<file path="config.mk">
export PLATFORM = sky130hd
export DESIGN_NAME = hilo_unit_flat
export DESIGN_NICKNAME = d
export VERILOG_FILES = /design/src/rtl/hilo_unit_pkg.sv /design/src/rtl/hilo_unit_if.sv /design/src/rtl/hilo_lat_counter.sv /design/src/rtl/hilo_unit.sv /design/src/flat_wrapper.sv
export SDC_FILE = /design/constraint.sdc
export NUM_CORES = 1
export LEC_CHECK = 0
export CAP_MARGIN = 15
export CORE_MARGIN = 5
export CORE_UTILIZATION = 46
export CTS_CLUSTER_SIZE = 12
export DETAILED_ROUTE_END_ITERATION = 16
export HOLD_SLACK_MARGIN = 0.1
export PLACE_DENSITY = 0.77
export SYNTH_ARGS = -nofsm -noshare
export SYNTH_HDL_FRONTEND = slang
export SYNTH_SLANG_ARGS = --single-unit
</file>
<file path="constraint.sdc">
create_clock -name clk -period 6 [get_ports clk]
set_clock_uncertainty 0.05 [all_clocks]
set_input_delay 1.2 -clock clk [delete_from_list [all_inputs] [get_ports clk]]
set_output_delay 1.2 -clock clk [all_outputs]
set_load 0.1 [all_outputs]
</file>
<file path="src/rtl/hilo_unit_pkg.sv">
// rtl/hilo_unit_pkg.sv - shared types and constants for the HI/LO multiply/divide result unit
package hilo_unit_pkg;

    localparam int DATA_W      = 32;
    localparam int CNT_W       = 5;
    localparam int MUL_LAT_DEF = 4;
    localparam int DIV_LAT_DEF = 16;

    typedef logic [DATA_W-1:0] word_t;

    typedef enum logic {
        ST_IDLE = 1'b0,
        ST_BUSY = 1'b1
    } state_t;

endpackage

</file>
<file path="src/rtl/hilo_unit_if.sv">
// rtl/hilo_unit_if.sv - pipeline-side request/response bundle of the HI/LO unit
interface hilo_unit_if;
    import hilo_unit_pkg::*;

    logic  md_start;
    logic  md_div;
    logic  div_zero;
    word_t lo_in;
    word_t hi_in;
    logic  mthi;
    logic  mtlo;
    word_t wdata;
    logic  mfhi;
    logic  mflo;
    word_t rdata;
    logic  busy;
    logic  stall;
    logic  dz_err;
    word_t hi;
    word_t lo;

    modport master (
        output md_start, md_div, div_zero, lo_in, hi_in,
        output mthi, mtlo, wdata, mfhi, mflo,
        input  rdata, busy, stall, dz_err, hi, lo
    );

    modport slave (
        input  md_start, md_div, div_zero, lo_in, hi_in,
        input  mthi, mtlo, wdata, mfhi, mflo,
        output rdata, busy, stall, dz_err, hi, lo
    );

endinterface

</file>
<file path="src/rtl/hilo_lat_counter.sv">
// rtl/hilo_lat_counter.sv - loadable 5-bit latency down-counter with zero flag
module hilo_lat_counter
    import hilo_unit_pkg::*;
(
    input  logic             clk,
    input  logic             rst,
    input  logic             load,
    input  logic [CNT_W-1:0] load_val,
    input  logic             dec,
    output logic             zero
);

    logic [CNT_W-1:0] count;

    // Saturates at zero so a stray decrement can never wrap to 31.
    always_ff @(posedge clk or posedge rst) begin
        if (rst) begin
            count <= '0;
        end else if (load) begin
            count <= load_val;
        end else if (dec && (count != '0)) begin
            count <= count - 1'b1;
        end
    end

    assign zero = (count == '0);

endmodule

</file>
<file path="src/rtl/hilo_unit.sv">
// rtl/hilo_unit.sv - HI/LO register file with fixed-latency multiply/divide commit
module hilo_unit
    import hilo_unit_pkg::*;
#(
    parameter int MUL_LAT = MUL_LAT_DEF,
    parameter int DIV_LAT = DIV_LAT_DEF
) (
    input  logic        clk,
    input  logic        rst,
    hilo_unit_if.slave  bus
);

    localparam logic [CNT_W-1:0] MUL_LOAD = CNT_W'(MUL_LAT - 1);
    localparam logic [CNT_W-1:0] DIV_LOAD = CNT_W'(DIV_LAT - 1);

    state_t state, state_nxt;
    logic   accept, commit, cnt_dec, cnt_zero;
    logic   any_req, mv_en;
    word_t  hi_r, lo_r, pend_hi, pend_lo;
    logic   pend_dz, dz_r;

    hilo_lat_counter u_cnt (
        .clk      (clk),
        .rst      (rst),
        .load     (accept),
        .load_val (bus.md_div ? DIV_LOAD : MUL_LOAD),
        .dec      (cnt_dec),
        .zero     (cnt_zero)
    );

    always_ff @(posedge clk or posedge rst) begin
        if (rst) begin
            state <= ST_IDLE;
        end else begin
            state <= state_nxt;
        end
    end

    always_comb begin
        state_nxt = state;
        accept    = 1'b0;
        commit    = 1'b0;
        cnt_dec   = 1'b0;
        case (state)
            ST_IDLE: begin
                if (bus.md_start) begin
                    accept    = 1'b1;
                    state_nxt = ST_BUSY;
                end
            end
            ST_BUSY: begin
                if (cnt_zero) begin
                    commit    = 1'b1;
                    state_nxt = ST_IDLE;
                end else begin
                    cnt_dec = 1'b1;
                end
            end
            default: state_nxt = ST_IDLE;
        endcase
    end

    assign any_req = bus.md_start | bus.mthi | bus.mtlo | bus.mfhi | bus.mflo;
    // Any move presented while busy raises stall, so moves only take effect in IDLE.
    assign mv_en   = (state == ST_IDLE);

    always_ff @(posedge clk or posedge rst) begin
        if (rst) begin
            hi_r    <= '0;
            lo_r    <= '0;
            pend_hi <= '0;
            pend_lo <= '0;
            pend_dz <= 1'b0;
            dz_r    <= 1'b0;
        end else begin
            dz_r <= commit & pend_dz;
            if (accept) begin
                pend_hi <= bus.hi_in;
                pend_lo <= bus.lo_in;
                pend_dz <= bus.md_div & bus.div_zero;
            end
            if (commit) begin
                if (!pend_dz) begin
                    hi_r <= pend_hi;
                    lo_r <= pend_lo;
                end
            end else begin
                if (mv_en && bus.mthi) hi_r <= bus.wdata;
                if (mv_en && bus.mtlo) lo_r <= bus.wdata;
            end
        end
    end

    assign bus.busy   = (state == ST_BUSY);
    assign bus.stall  = (state == ST_BUSY) & any_req;
    assign bus.dz_err = dz_r;
    assign bus.hi     = hi_r;
    assign bus.lo     = lo_r;
    assign bus.rdata  = bus.mfhi ? hi_r : (bus.mflo ? lo_r : '0);

endmodule

</file>
<file path="src/flat_wrapper.sv">
// flat-port wrapper written by rule: the top's interface ports become plain ports
module hilo_unit_flat import hilo_unit_pkg::*;
#(
    parameter int MUL_LAT = MUL_LAT_DEF,
    parameter int DIV_LAT = DIV_LAT_DEF
)
  (clk, rst, bus_md_start, bus_md_div, bus_div_zero, bus_lo_in, bus_hi_in, bus_mthi, bus_mtlo, bus_wdata, bus_mfhi, bus_mflo, bus_rdata, bus_busy, bus_stall, bus_dz_err, bus_hi, bus_lo);
  hilo_unit_if bus_i ();
  input  logic clk;
  input  logic rst;
  input wire logic [$bits(bus_i.md_start)-1:0] bus_md_start;
  input wire logic [$bits(bus_i.md_div)-1:0] bus_md_div;
  input wire logic [$bits(bus_i.div_zero)-1:0] bus_div_zero;
  input wire logic [$bits(bus_i.lo_in)-1:0] bus_lo_in;
  input wire logic [$bits(bus_i.hi_in)-1:0] bus_hi_in;
  input wire logic [$bits(bus_i.mthi)-1:0] bus_mthi;
  input wire logic [$bits(bus_i.mtlo)-1:0] bus_mtlo;
  input wire logic [$bits(bus_i.wdata)-1:0] bus_wdata;
  input wire logic [$bits(bus_i.mfhi)-1:0] bus_mfhi;
  input wire logic [$bits(bus_i.mflo)-1:0] bus_mflo;
  output wire logic [$bits(bus_i.rdata)-1:0] bus_rdata;
  output wire logic [$bits(bus_i.busy)-1:0] bus_busy;
  output wire logic [$bits(bus_i.stall)-1:0] bus_stall;
  output wire logic [$bits(bus_i.dz_err)-1:0] bus_dz_err;
  output wire logic [$bits(bus_i.hi)-1:0] bus_hi;
  output wire logic [$bits(bus_i.lo)-1:0] bus_lo;
  assign bus_i.md_start = bus_md_start;
  assign bus_i.md_div = bus_md_div;
  assign bus_i.div_zero = bus_div_zero;
  assign bus_i.lo_in = bus_lo_in;
  assign bus_i.hi_in = bus_hi_in;
  assign bus_i.mthi = bus_mthi;
  assign bus_i.mtlo = bus_mtlo;
  assign bus_i.wdata = bus_wdata;
  assign bus_i.mfhi = bus_mfhi;
  assign bus_i.mflo = bus_mflo;
  assign bus_rdata = bus_i.rdata;
  assign bus_busy = bus_i.busy;
  assign bus_stall = bus_i.stall;
  assign bus_dz_err = bus_i.dz_err;
  assign bus_hi = bus_i.hi;
  assign bus_lo = bus_i.lo;
  hilo_unit #(.MUL_LAT(MUL_LAT), .DIV_LAT(DIV_LAT)) u_core (.clk(clk), .rst(rst), .bus(bus_i));
endmodule
</file>
==> out/metrics.cfg, run 1 <==
[run_status]
outcome = finished, final reports clean

[timing]
rsz0062_at_grt = no
fin_tns_setup_ns = 0
slew_headroom = 0.317
timing.final.crit_period_ns = 3.95
setup_violations = 0
fmax_mhz = 253
fin_crit_sh = 0.658
drv_slew = 0
worst_pin_slew_ns = 1.02
finalHoldViolations = 0

[finish]
drive_gt1_frac = 0.0970
antennaDiodeCount = 0
final_cell_area_um2 = 8760
fin_nets = 930
syn_to_final_growth_pct = 42.5
nFillCells = 1051

[grt]
track_usage = 0.233
grt_pass1_wl_um = 29400
grt_max_degree = 68
gr-total-overflow = 0
grt_antenna_before_repair = 0
grt_pass1_vias = 5716

[logic_synthesis]
mappedNetlistArea_um2 = 6150
synth-seq-area-share = 0.554
synth_most_common_cell = nand2_1
synthCells = 640
yosys_warnings = 0
syn_avg_cell_area_um2 = 9.60
async_flop_share = 1.00
synth_top_area_cell = dfrtp_1
synth_top_cells_by_area = dfrtp_1 (55%), nand2_1 (16%), o221a_1 (11%), nand2b_1 (6.6%), o21ai_0 (2.9%)
ys_top_cells_by_count = nand2_1 (258), dfrtp_1 (136), nand2b_1 (65), o221a_1 (62), o21ai_0 (35)
synth_ff_type = dfrtp_1
synth_top_cell_area_share = 0.554
ys_ff_latch = 136
syn_nets = 746
synth.distinct_cells = 31
synth_edf_count = 0

[critical_path]
crit_path_end_kind = primary output
crit_fanout = 33
reg2regPathDepth = 4
cp_slowest_cell = clkdlybuf4s50_1
crit_path_frequent_cell = buf_4
cp_data_arrival_time_ns = 2.70
critical_path.max_stage_delay_ns = 0.46
start_kind = primary input
crit_type = primary input to primary output
cp.required_ns = 4.75
path_depth = 5
path_buf_inv = 3
crit_chain = clkdlybuf4s50_1, buf_4, nand2_1, o21ai_0, buf_4
cp_top_family = buffers and inverters

[clock_tree]
cts-root-buf = clkbuf_16
cts_setup_buffers = 0
numCtsBuffers = 17
clockBufferDepth = 2
cts-resized-gates = 0
clk_latency_ns = 0.41
cts_sinks = 136
cts.clk_slew.worst_paths_ns = 0.05
cts_tree = built
cts_max_level = 4
cts.hold.buffers_added = 0

[place]
io_buffers = 203
gp_congestion = 0.825
place_area_um2 = 8190
hpwl_um = 12300

[die]
dieArea_um2 = 15800
start_util = 0.466
io_pins = 204
num_rows = 42
die_h_um = 126
core_region_area_um2 = 13200
die_w_um = 126

[detailed_routing]
dr.first_iter.drc_count = 408
antenna_left = 0
drt-pass1-iter-count = 5
vias = 5446
routed_via_density = 5.39
drc = 0
wl_per_cell_um = 17.8
wl_um = 18000

[flow_run]
drv_cap = 0

[min_path]
hold_path_class = register to register
whs_path_depth = 2

flip-flops by register name, summed over array words and instances (netlist names):
| name | cells |
|---|---|
| u_core.pend_dz | 1 |
| u_core.bus.busy | 1 |
| u_core.bus.hi | 32 |
| u_core.pend_lo | 32 |
| u_core.bus.dz_err | 1 |
| u_core.bus.lo | 32 |
| u_core.u_cnt.count | 5 |
| u_core.pend_hi | 32 |
logic make-up after synthesis:
kind of cell,synth area share
flip-flops,0.554
AO/OA/AOI/OAI,0.163
buffers and inverters,0.0419
AND/OR/NAND/NOR,0.239
adder cells (fa/ha/maj),0.00204
through the flow:
stage / util / worst slack, ns / hold slack (ns) / instances
after global placement: 0.621 / 2.09 / 0.408 / 981
after floorplan: - / 0.887 / 0.397 / 640
final: 0.664 / 2.05 / 0.425 / 1011
after detailed placement: 0.621 / 2.04 / 0.414 / 981
after global routing: 0.664 / 1.93 / 0.441 / 1011
after CTS: 0.664 / 2.04 / 0.427 / 1011
cell usage in the layout, fill, tap and decap left out, drive strengths merged:
cell type | netlist | routed
clkinv | 0 | 1
clkbuf | 27 | 29
or3 | 1 | 1
nor4 | 1 | 1
o221a | 64 | 64
inv | 7 | 7
o31ai | 1 | 1
nand2b | 65 | 65
o32ai | 2 | 2
buf | 20 | 43
dfrtp | 136 | 136
nand3 | 1 | 1
o2bb2ai | 1 | 1
nor2b | 4 | 4
a41oi | 1 | 1
o21ai | 35 | 35
a31oi | 1 | 1
nor2 | 3 | 3
ha | 1 | 1
clkdlybuf4s50 | 0 | 169
a21oi | 2 | 2
or2 | 1 | 1
nand2 | 258 | 258
and2 | 1 | 1
and3 | 1 | 1
o211ai | 1 | 1
and3b | 1 | 1
nand4bb | 1 | 1
o211a | 2 | 2
a21boi | 1 | 1
worst register-to-register path, cell delays in order (launching register included):
cell and delay, ns:
dfrtp_1 0.79, nand4bb_1 0.52, or3_2 0.88, buf_4 0.39, o221a_2 0.34
path summary, 6_finish.rpt:
kind | startpoint | to | slack (ns)
max in group asynchronous | rst | u_core.bus.hi[4] | 3.89
worst min-delay path | u_core.pend_lo[9] | u_core.pend_lo[9] | 0.43
worst min register to register | u_core.pend_lo[9] | u_core.pend_lo[9] | 0.43
worst max-delay path | bus_mflo | bus_rdata[15] | 2.05
worst max register to register | u_core.bus.busy | u_core.bus.hi[22] | 2.91
min in group asynchronous | rst | u_core.bus.lo[24] | 0.99
layout make-up:
type	instances	area, um2	share of cell area
Inverter	7	28.8	0.00329
Tap cell	176	220	0.0251
Multi-Input combinational cell	450	2530	0.289
Sequential cell	136	3400	0.389
Clock inverter	1	5.00	0.000571
Timing Repair Buffer	212	2010	0.230
Clock buffer	29	561	0.0640
routing by layer:
| layer | vias up | track usage | routed length [um] |
|---|---|---|---|
| li1 | 2529 | - | - |
| met1 | 2690 | 0.287 | 7560 |
| met3 | 25 | 0.0682 | 1090 |
| met2 | 202 | 0.393 | 9020 |
| met5 | - | 0 | 0 |
| met4 | 0 | 0.0784 | 355 |
Power of run 1 is left out: the tool's default activity adds up to more than one toggle a clock period on the data nets, which glitch-free logic cannot reach.
==> run 2, diff against run 1 <==
==> constraint.sdc (replaced) <==
create_clock -name clk -period 3.7 [get_ports clk]
set_clock_uncertainty 0.05 [all_clocks]
set_input_delay 0.74 -clock clk [delete_from_list [all_inputs] [get_ports clk]]
set_output_delay 0.74 -clock clk [all_outputs]
set_load 0.1 [all_outputs]
==> run 2 against run 1 <==
Compared with the run above: register-to-register slack worse by 1.6 ns; global-route usage grew 1.5 points; sequential share of layout area is 2.2 points lower; die area stayed put; critical path type unchanged; critical endpoint is now bus_stall; highest routed layer unchanged.
==> out/metrics.cfg, run 2 (synthesized netlist as in run 1, its figures left out) <==
[run_status]
outcome = finished, final reports clean

[clock_tree]
cts-root-buf = clkbuf_16
cts.hold.buffers_added = 0  ; unchanged
numCtsBuffers = 17  ; unchanged
clockBufferDepth = 2  ; unchanged
cts_setup_buffers = 0  ; unchanged
cts.clk_slew.worst_paths_ns = 0.05  ; about the same
clk_latency_ns = 0.41  ; about the same
cts_sinks = 136  ; unchanged
cts_tree = built
cts_max_level = 4  ; unchanged
cts-resized-gates = 0  ; unchanged

[timing]
worst_pin_slew_ns = 1.00  ; -0.0204 ns
drv_slew = 0  ; unchanged
fin_tns_setup_ns = 0  ; unchanged
finalHoldViolations = 0  ; unchanged
worst_slack_ns = 0.732  ; -1.32 ns
timing.final.crit_period_ns = 2.97
rsz0062_at_grt = no
fmax_mhz = 337
setup_violations = 0  ; unchanged
slew_headroom = 0.329  ; +0.0115
fin_crit_sh = 0.802

[critical_path]
crit_path_end_kind = primary output
cp.required_ns = 2.91  ; -1.84 ns
cp_data_arrival_time_ns = 2.18  ; -0.52 ns
start_kind = primary input
crit_type = primary input to primary output
crit_fanout = 33  ; unchanged

[finish]
final_cell_mix = nand2_1 (258), clkdlybuf4s50_1 (167), dfrtp_1 (136), nand2b_1 (64), o221a_1 (62)
fin_util = 0.705  ; +0.0408
nFillCells = 962  ; -8.5%
drive_gt1_frac = 0.106  ; +0.00869
layout_commonest_cell = nand2_1
fin_nets = 935  ; +0.54%
final_cell_area_um2 = 9300  ; +6.1%
syn_to_final_growth_pct = 51.3

[grt]
grt_pass1_wl_um = 31400  ; +6.8%
grt_antenna_before_repair = 1  ; +1
grt_pass1_vias = 5897  ; +3.2%
track_usage = 0.247  ; +0.0147
gr-total-overflow = 0  ; unchanged
grt_max_degree = 137  ; +100%

[detailed_routing]
drt-pass1-iter-count = 5  ; unchanged
dr.first_iter.drc_count = 485  ; +19%
antenna_left = 0  ; unchanged
wl_um = 19100  ; +6.1%
wl_per_cell_um = 18.8  ; +5.3%
drc = 0  ; unchanged
vias = 5537  ; +1.7%
routed_via_density = 5.43  ; +0.87%

[die]
core_region_area_um2 = 13200  ; unchanged
num_rows = 42  ; unchanged
start_util = 0.466  ; unchanged
die_h_um = 126  ; unchanged
io_pins = 204  ; unchanged
die_w_um = 126  ; unchanged
dieArea_um2 = 15800  ; unchanged

[place]
place_area_um2 = 8670  ; +5.8%
post-place-ws_ns = 0.737  ; -1.31 ns
hpwl_um = 12900  ; +5.4%
io_buffers = 203  ; unchanged
gp_congestion = 0.861  ; +4.4%

[flow_run]
drv_cap = 0  ; unchanged

[min_path]
hold_path_class = register to register

run 2: metrics by stage:
stage | instances | hold slack, ns
floorplan | 640 | 0.397
global placement | 986 | 0.408
detailed placement | 986 | 0.416
CTS | 1018 | 0.431
global route | 1019 | 0.444
finish | 1019 | 0.428
run 2: final timing paths:
kind / slack [ns] / cells past startpoint / start / endpoint
setup / recovery: 0.73 / 5 / bus_mflo / bus_stall
hold / removal: 0.43 / 2 / u_core.pend_hi[22] / u_core.pend_hi[22]
setup reg to reg: 1.36 / 4 / u_core.bus.busy / u_core.pend_hi[26]
hold reg to reg: 0.43 / 2 / u_core.pend_hi[22] / u_core.pend_hi[22]
max in group asynchronous: 2.24 / 3 / rst / u_core.u_cnt.count[0]
min in group asynchronous: 0.84 / 3 / rst / u_core.bus.lo[5]
run 2: metal layers:
layer	global-route usage	wire [um]	vias up
li1	-	-	2538
met1	0.321	8010	2764
met2	0.411	9590	210
met3	0.0554	1160	25
met4	0.0855	372	0
met5	0	0	-
run 2: cell type report:
class / count / area (um2) / share of cell area
multi-input combinational: 450 / 2530 / 0.273
tap: 176 / 220 / 0.0237
timing repair buffer: 217 / 2480 / 0.267
clock inverter: 8 / 143 / 0.0153
inverter: 7 / 30.0 / 0.00323
antenna: 1 / 2.50 / 0.000269
sequential: 136 / 3400 / 0.366
clock buffer: 24 / 482 / 0.0518
run 2: worst max-delay path, cell delays in order:
cell	delay, ns
clkdlybuf4s50_1	0.45
buf_4	0.37
nor4_1	0.13
a21boi_1	0.27
buf_12	0.21
Power of run 2 is left out for the same reason.
